### config.mk
export PLATFORM = sky130hd
export DESIGN_NAME = hex_word_ascii_streamer
export DESIGN_NICKNAME = d
export VERILOG_FILES = /design/src/rtl/hex_word_ascii_streamer.sv
export SDC_FILE = /design/constraint.sdc
export NUM_CORES = 1
export LEC_CHECK = 0
export ABC_AREA = 1
export BUFFER_PORTS_ARGS = -buffer_cell sky130_fd_sc_hd__buf_2
export CAP_MARGIN = 5
export CORE_MARGIN = 2
export CORE_UTILIZATION = 57
export CTS_CLUSTER_SIZE = 8
export DETAILED_ROUTE_END_ITERATION = 7
export PLACE_DENSITY = 0.9
export SETUP_SLACK_MARGIN = 0.3
export SYNTH_ARGS = -nofsm -noshare
export SYNTH_HDL_FRONTEND = slang
export SYNTH_SLANG_ARGS = --single-unit
### constraint.sdc
create_clock -name clk -period 6.9 [get_ports clk]
set_input_delay 2.07 -clock clk [delete_from_list [all_inputs] [get_ports clk]]
set_output_delay 2.07 -clock clk [all_outputs]
set_load 0.1 [all_outputs]
### src/rtl/hex_word_ascii_streamer.sv
// -----------------------------------------------------------------------------
// hex_word_ascii_streamer
//
// Turns a DATA_WIDTH-bit word into a stream of ASCII hex characters, one byte
// per valid/ready handshake, most significant nibble first. An optional "0x"
// prefix and an optional CR/LF terminator surround the digits. Letters A-F are
// emitted in upper or lower case. Intended to sit between debug/status
// sources and a UART TX byte interface.
//
// Ports:
//   clk        system clock, rising edge
//   rst        synchronous, active-high reset
//   in_data    word to convert, captured when accepted
//   in_valid   in_data valid
//   in_ready   block is idle and can accept a word
//   out_char   ASCII byte (registered)
//   out_valid  out_char valid (registered)
//   out_ready  downstream accepts out_char
//   out_last   marks the final byte of the current word (registered)
//   busy       a word is being emitted
// -----------------------------------------------------------------------------
module hex_word_ascii_streamer #(
    parameter int DATA_WIDTH = 32,
    parameter int PREFIX_EN  = 1,
    parameter int NEWLINE_EN = 1,
    parameter int UPPERCASE  = 1
) (
    input  logic                  clk,
    input  logic                  rst,
    input  logic [DATA_WIDTH-1:0] in_data,
    input  logic                  in_valid,
    output logic                  in_ready,
    output logic [7:0]            out_char,
    output logic                  out_valid,
    input  logic                  out_ready,
    output logic                  out_last,
    output logic                  busy
);

    localparam int NDIG = DATA_WIDTH / 4;
    localparam int CW   = (NDIG > 1) ? $clog2(NDIG) : 1;

    localparam logic [2:0] S_IDLE  = 3'd0;
    localparam logic [2:0] S_PFX0  = 3'd1;
    localparam logic [2:0] S_PFXX  = 3'd2;
    localparam logic [2:0] S_DIGIT = 3'd3;
    localparam logic [2:0] S_CR    = 3'd4;
    localparam logic [2:0] S_LF    = 3'd5;

    logic [2:0]            state;
    logic [2:0]            state_nxt;
    logic [CW-1:0]         cnt;
    logic [CW-1:0]         cnt_nxt;
    logic [DATA_WIDTH-1:0] word;
    logic [DATA_WIDTH-1:0] word_nxt;
    logic [3:0]            nib;
    logic                  xfer;

    function automatic logic [7:0] hex_ascii(input logic [3:0] n);
        if (n < 4'd10)
            return 8'h30 + {4'h0, n};
        else if (UPPERCASE != 0)
            return 8'h37 + {4'h0, n};   // 10 -> 0x41 'A'
        else
            return 8'h57 + {4'h0, n};   // 10 -> 0x61 'a'
    endfunction

    function automatic logic [7:0] state_byte(input logic [2:0] s, input logic [3:0] n);
        case (s)
            S_PFX0:  return 8'h30;
            S_PFXX:  return 8'h78;
            S_DIGIT: return hex_ascii(n);
            S_CR:    return 8'h0D;
            S_LF:    return 8'h0A;
            default: return 8'h00;
        endcase
    endfunction

    assign xfer     = out_valid && out_ready;
    assign in_ready = (state == S_IDLE) && !rst;
    assign busy     = (state != S_IDLE);

    // Next-state logic. Each non-idle state stands for the byte currently on
    // out_char; the registered outputs are derived from the *next* state so
    // they line up with it, and simply reload the same value during a stall.
    always_comb begin
        state_nxt = state;
        cnt_nxt   = cnt;
        word_nxt  = word;
        case (state)
            S_IDLE: begin
                if (in_valid) begin
                    word_nxt  = in_data;
                    cnt_nxt   = CW'(NDIG - 1);
                    state_nxt = (PREFIX_EN != 0) ? S_PFX0 : S_DIGIT;
                end
            end
            S_PFX0:  if (xfer) state_nxt = S_PFXX;
            S_PFXX:  if (xfer) state_nxt = S_DIGIT;
            S_DIGIT: begin
                if (xfer) begin
                    if (cnt == '0)
                        state_nxt = (NEWLINE_EN != 0) ? S_CR : S_IDLE;
                    else
                        cnt_nxt = cnt - CW'(1);
                end
            end
            S_CR:    if (xfer) state_nxt = S_LF;
            S_LF:    if (xfer) state_nxt = S_IDLE;
            default: state_nxt = S_IDLE;
        endcase
    end

    // Nibble mux on the next word/counter, so the digit is ready to register.
    always_comb begin
        nib = 4'h0;
        for (int k = 0; k < NDIG; k++) begin
            if (cnt_nxt == CW'(k))
                nib = word_nxt[4*k +: 4];
        end
    end

    always_ff @(posedge clk) begin
        if (rst) begin
            state     <= S_IDLE;
            cnt       <= '0;
            word      <= '0;
            out_valid <= 1'b0;
            out_char  <= 8'h00;
            out_last  <= 1'b0;
        end else begin
            state     <= state_nxt;
            cnt       <= cnt_nxt;
            word      <= word_nxt;
            out_valid <= (state_nxt != S_IDLE);
            out_char  <= state_byte(state_nxt, nib);
            // Final byte is LF when the terminator is on, else the LSB digit.
            out_last  <= (state_nxt == S_LF) ||
                         ((NEWLINE_EN == 0) && (state_nxt == S_DIGIT) && (cnt_nxt == '0));
        end
    end

endmodule

After elaboration in Yosys (flattened, before gate mapping)
Index checks and enable logic that the tools add are counted.
{"block": "classes", "eq_ne": 17, "n_addsub": 3, "n_mux": 24, "magnitude_cmp": 1, "n_reduce_logical": 8}
{"cell": "$mux 32", "n": 2}
{"cell": "$pmux 7 s5", "n": 1}
{"cell": "$mux 4", "n": 8}
{"cell": "$mux 3", "n": 10}
{"cell": "$eq 3x3->1 const B", "n": 8}
{"cell": "$eq 3x2->1 const B", "n": 6}
{"cell": "$pmux 3 s6", "n": 1}
{"cell": "$add 6x4->7 const A", "n": 2}
{"cell": "$eq 3x1->1 const B", "n": 3}
{"cell": "$logic_not 3->1", "n": 3}
{"cell": "$mux 7", "n": 1}
{"cell": "$pmux 3 s2", "n": 1}
{"cell": "$reduce_bool 3->1", "n": 2}
{"cell": "$lt 4x4->1 const B", "n": 1}
{"cell": "$sub 3x1->3 const B", "n": 1}
{"cell": "$logic_and 1x1->1", "n": 2}
{"cell": "$logic_not 1->1", "n": 1}
{"block": "word_totals", "regBits": 48, "inputBits": 36, "output_inout_bits": 12}

Logic depth before layout (Yosys ltp)
{"block": "depth", "depth_word": 16, "ltp_mapped": 23}

Worst setup path before layout
No wires, ideal clock.
{"block": "synth_timing", "path_type": "input to output", "startpoint": "input port rst", "endpoint": "output port in_ready", "cell_stages": 3, "t_required_ps": 4830, "arrival_time_ps": 3711, "path_buffers": 2, "setup_slack_ps": 1119, "cell_sequence": "clkbuf_1 -> clkbuf_1 -> nor2_1"}
{"block": "synth_via", "elab_chain_len": 2}
{"element": "from (decl)", "line": "29", "source": "input logic rst,"}
{"element": "$logic_not 1->1", "line": "80", "source": "assign in_ready = (state == S_IDLE) && !rst;"}
{"element": "$logic_and 1x1->1", "line": "80"}
{"element": "to (decl)", "line": "32", "source": "output logic in_ready,"}
Every way passes these cells.

Final worst setup path
Ends and elaborated chain as after synthesis.

==> qor.csv <==
stage,metric,value,unit
status,status,"complete, no violations",
timing,period_needed,5.17,ns
floorplanning,start_util,58.5,%
route,wire_per_inst,11.7,um
clock_tree,cts-htree-levels,2,
floorplanning,io-pin-count,48,
placed_design,dp_cells,422,
synthesis,netlist_area,0.00253,mm^2
clock_tree,cts_tree,yes,
job,drv_cap,0,
placed_design,dp_hpwl,3690,um
pwr,sw_frac_of_total,36.0,%
pwr,cellLeakagePower,1.40,nW
grt,grt_max_degree,45,
timing,finalMaxSlewViolations,0,
clock_tree,clockBufferDepth,2,
floorplanning,die_width,70.6,um
critical_path,cp_common_cell,buf_2,
synthesis,async_reset_ff_share,0,%
cells_and_area,drive_gt1_share,26.5,%
critical_path,worst_setup_path_start_kind,input pin,
timing,tightest_slew,0.778,ns
clock_tree,postCtsSetupRepairBufs,0,
timing,final_hold_viol_count,0,
grt,grt_pass1_vias,2109,
pwr,intPower,0.427,mW
route,routed_wl,5040,um
clock_tree,root_buffer,clkbuf_8,
grt,antenna_found_initial,0,
critical_path,critPathKind,input pin to output pin,
cells_and_area,antennaDiodeCount,0,
pwr,p_per_area,235,mW/mm^2
critical_path,cpPeakStageDelay,0.60,ns
floorplanning,core_area,0.00432,mm^2
route,route.met2.wl,2450,um
route,ant_nets,0,
route,num_vias,2224,
critical_path,cp-end-kind,output pin,
cells_and_area,multi_input_area,0.00136,mm^2
timing,tns,0,ns
route,top_layer_used,met4,
pwr,clkPwrFrac,24.1,%
critical_path,path_max_fanout,44,
timing,setup_viol,0,
synthesis,synth_warnings,0,
synthesis,syn_avg_cell_area,7.55,um^2
critical_path,cp.required,4.83,ns
cells_and_area,fin_nets,416,
floorplanning,fp.dieH,70.6,um
timing,max_freq,194,MHz
clock_tree,holdBufCountCts,0,
critical_path,path_depth,3,
synthesis,synthCells,335,
clock_tree,cts_made_buffers,5,
timing,fin_skew,0.00440,ns
critical_path,crit_buf_inv,2,
synthesis,ys_types,35,
critical_path,slowest_stage,buf_2,
route,dr_wl_met3,248,um
cells_and_area,final_cells,429,
route,firstDrtPassIters,4,
cells_and_area,final.fill_count,393,
route,drc,0,
synthesis,synth_seq_cells,47,
timing,hold_ws,0.480,ns
route,m1WireLength,2260,um
timing,relSlewSlack,48.1,%
synthesis,ys_seq_area_share,37.2,%
worst_hold_path,worst_hold_path.num_cells,2,
critical_path,worstPathCellList,buf_2 > nor2_1 > buf_2,
placed_design,gp_congestion,0.878,
critical_path,reg2regPathDepth,17,
clock_tree,clock_sinks,47,
timing,rsz0062_at_grt,false,
pwr,power,0.667,mW
cells_and_area,syn2layout_area_growth,12.2,%
placed_design,port_buffers,46,
synthesis,syn-num-nets,374,
floorplanning,core.rowCount,24,
synthesis,synth-edff-count,0,
grt,grtUsageTotal,21.4,%
synthesis,yosys_most_used_dff,dfxtp_1,
critical_path,cp.arrival,3.10,ns
cells_and_area,regArea,941,um^2
floorplanning,dieArea,0.00499,mm^2
grt,grt_pass1_wl,8600,um
clock_tree,post_cts_resized,0,
clock_tree,clkTransAtPathRegs,0.08,ns
route,vias_per_cell,5.18,
pwr,combPwrFrac,31.2,%
route,first_iter_violations,113,
pwr,ir_drop,167,uV
grt,grt.overflow.total,0,
worst_hold_path,hold_class,flip-flop to flip-flop,
clock_tree,worstSkewPairLatency,0.30,ns
timing,period_share,74.9,%
pwr,seqPwrFrac,44.8,%
critical_path,critPathTopFamily,buffers and inverters,
pwr,switchingPower,0.240,mW
cells in the final DEF (no fill, tap or decap), types with 8 or more instances in the layout:
cell type  netlist  layout
nor2_1          58      58
mux2i_1         13      13
inv_1           38      38
nand3_1         21      21
dfxtp_1         47      47
nand2_1         43      43
o21ai_0         10      10
nor2_2           8       8
a21oi_1          8       8
buf_2            2      46
worst min-delay path: stages (launching register included):
cell,delay [ns]
dfxtp_1,0.31
nand2_1,0.07
a21oi_1,0.06
Yosys cell counts (all sizes together), types with 5 or more instances:
| master | instances | area (um^2) |
|---|---|---|
| mux2i | 14 | 153 |
| buf | 6 | 51.3 |
| nand2 | 52 | 233 |
| or2 | 15 | 93.8 |
| o21ai | 10 | 50.1 |
| dfxtp | 47 | 941 |
| nor3 | 7 | 50.1 |
| clkbuf | 5 | 18.8 |
| nor2 | 70 | 313 |
| nand4 | 9 | 75.1 |
| nand3 | 28 | 183 |
| o21a | 7 | 52.6 |
| a21oi | 8 | 40.0 |
| inv | 43 | 161 |
state kept, by name, indices dropped and copies added (netlist names):
name / flops
cnt: 3
out_last: 1
out_valid: 1
word: 32
state: 3
out_char: 7
power by group through the flow:
stage                     Combinational (mW)  Clock (mW)  Sequential (mW)
final                                  0.208       0.160            0.299
after global routing                   0.229       0.174            0.300
after CTS                              0.207       0.165            0.299
after detailed placement               0.205           0            0.305
after global placement                 0.200           0            0.304
after floorplan                        0.152           0            0.321
area by class of cell:
type / instances / share of cell area, %
multi-input cells: 234 / 47.8
clock inverters: 2 / 0.485
flip-flops and latches: 47 / 33.2
repair buffers: 46 / 8.12
well taps: 52 / 2.29
clock buffers: 5 / 2.43
inverters: 43 / 5.69
logic make-up (layout without fill, tap and decap cells):
| kind of cell | count (synthesis) | in the layout | synth area share (%) |
|---|---|---|---|
| flops | 47 | 47 | 37.2 |
| mux | 14 | 14 | 6.04 |
| compound gates | 32 | 32 | 7.62 |
| buf+inv | 54 | 96 | 9.15 |
| simple gates | 184 | 184 | 38.3 |
| other cells | 1 | 1 | 0.148 |
| fa+ha+maj | 3 | 3 | 1.48 |
routing by layer:
metal / GRT usage [%] / vias to the layer above
li1: - / 1149
met1: 24.3 / 1013
met2: 39.2 / 55
met3: 4.99 / 7
met4: 7.55 / 0
met5: 0 / -
worst paths after layout:
| check | end | slack, ns | from |
|---|---|---|---|
| worst min register to register | word[9]$_SDFF_PP0_ | 0.48 | word[9]$_SDFF_PP0_ |
| worst max register to register | out_char[2]$_SDFF_PP0_ | 3.91 | state[0]$_SDFF_PP0_ |
| worst min-delay path | word[9]$_SDFF_PP0_ | 0.48 | word[9]$_SDFF_PP0_ |
| worst max-delay path | in_ready | 1.73 | rst |
stage by stage:
stage / cell area [um^2] / setup slack [ns] / utilization (%)
6_report: 2840 / 1.73 / 65.6
5_1_grt: 2840 / 1.66 / 65.6
4_1_cts: 2840 / 1.73 / 65.6
3_5_place_dp: 2750 / 1.74 / 63.7
3_3_place_gp: 2750 / 1.75 / 63.7
2_1_floorplan: 2530 / 1.12 / -
No activity file was read; power rests on OpenSTA's default activity.
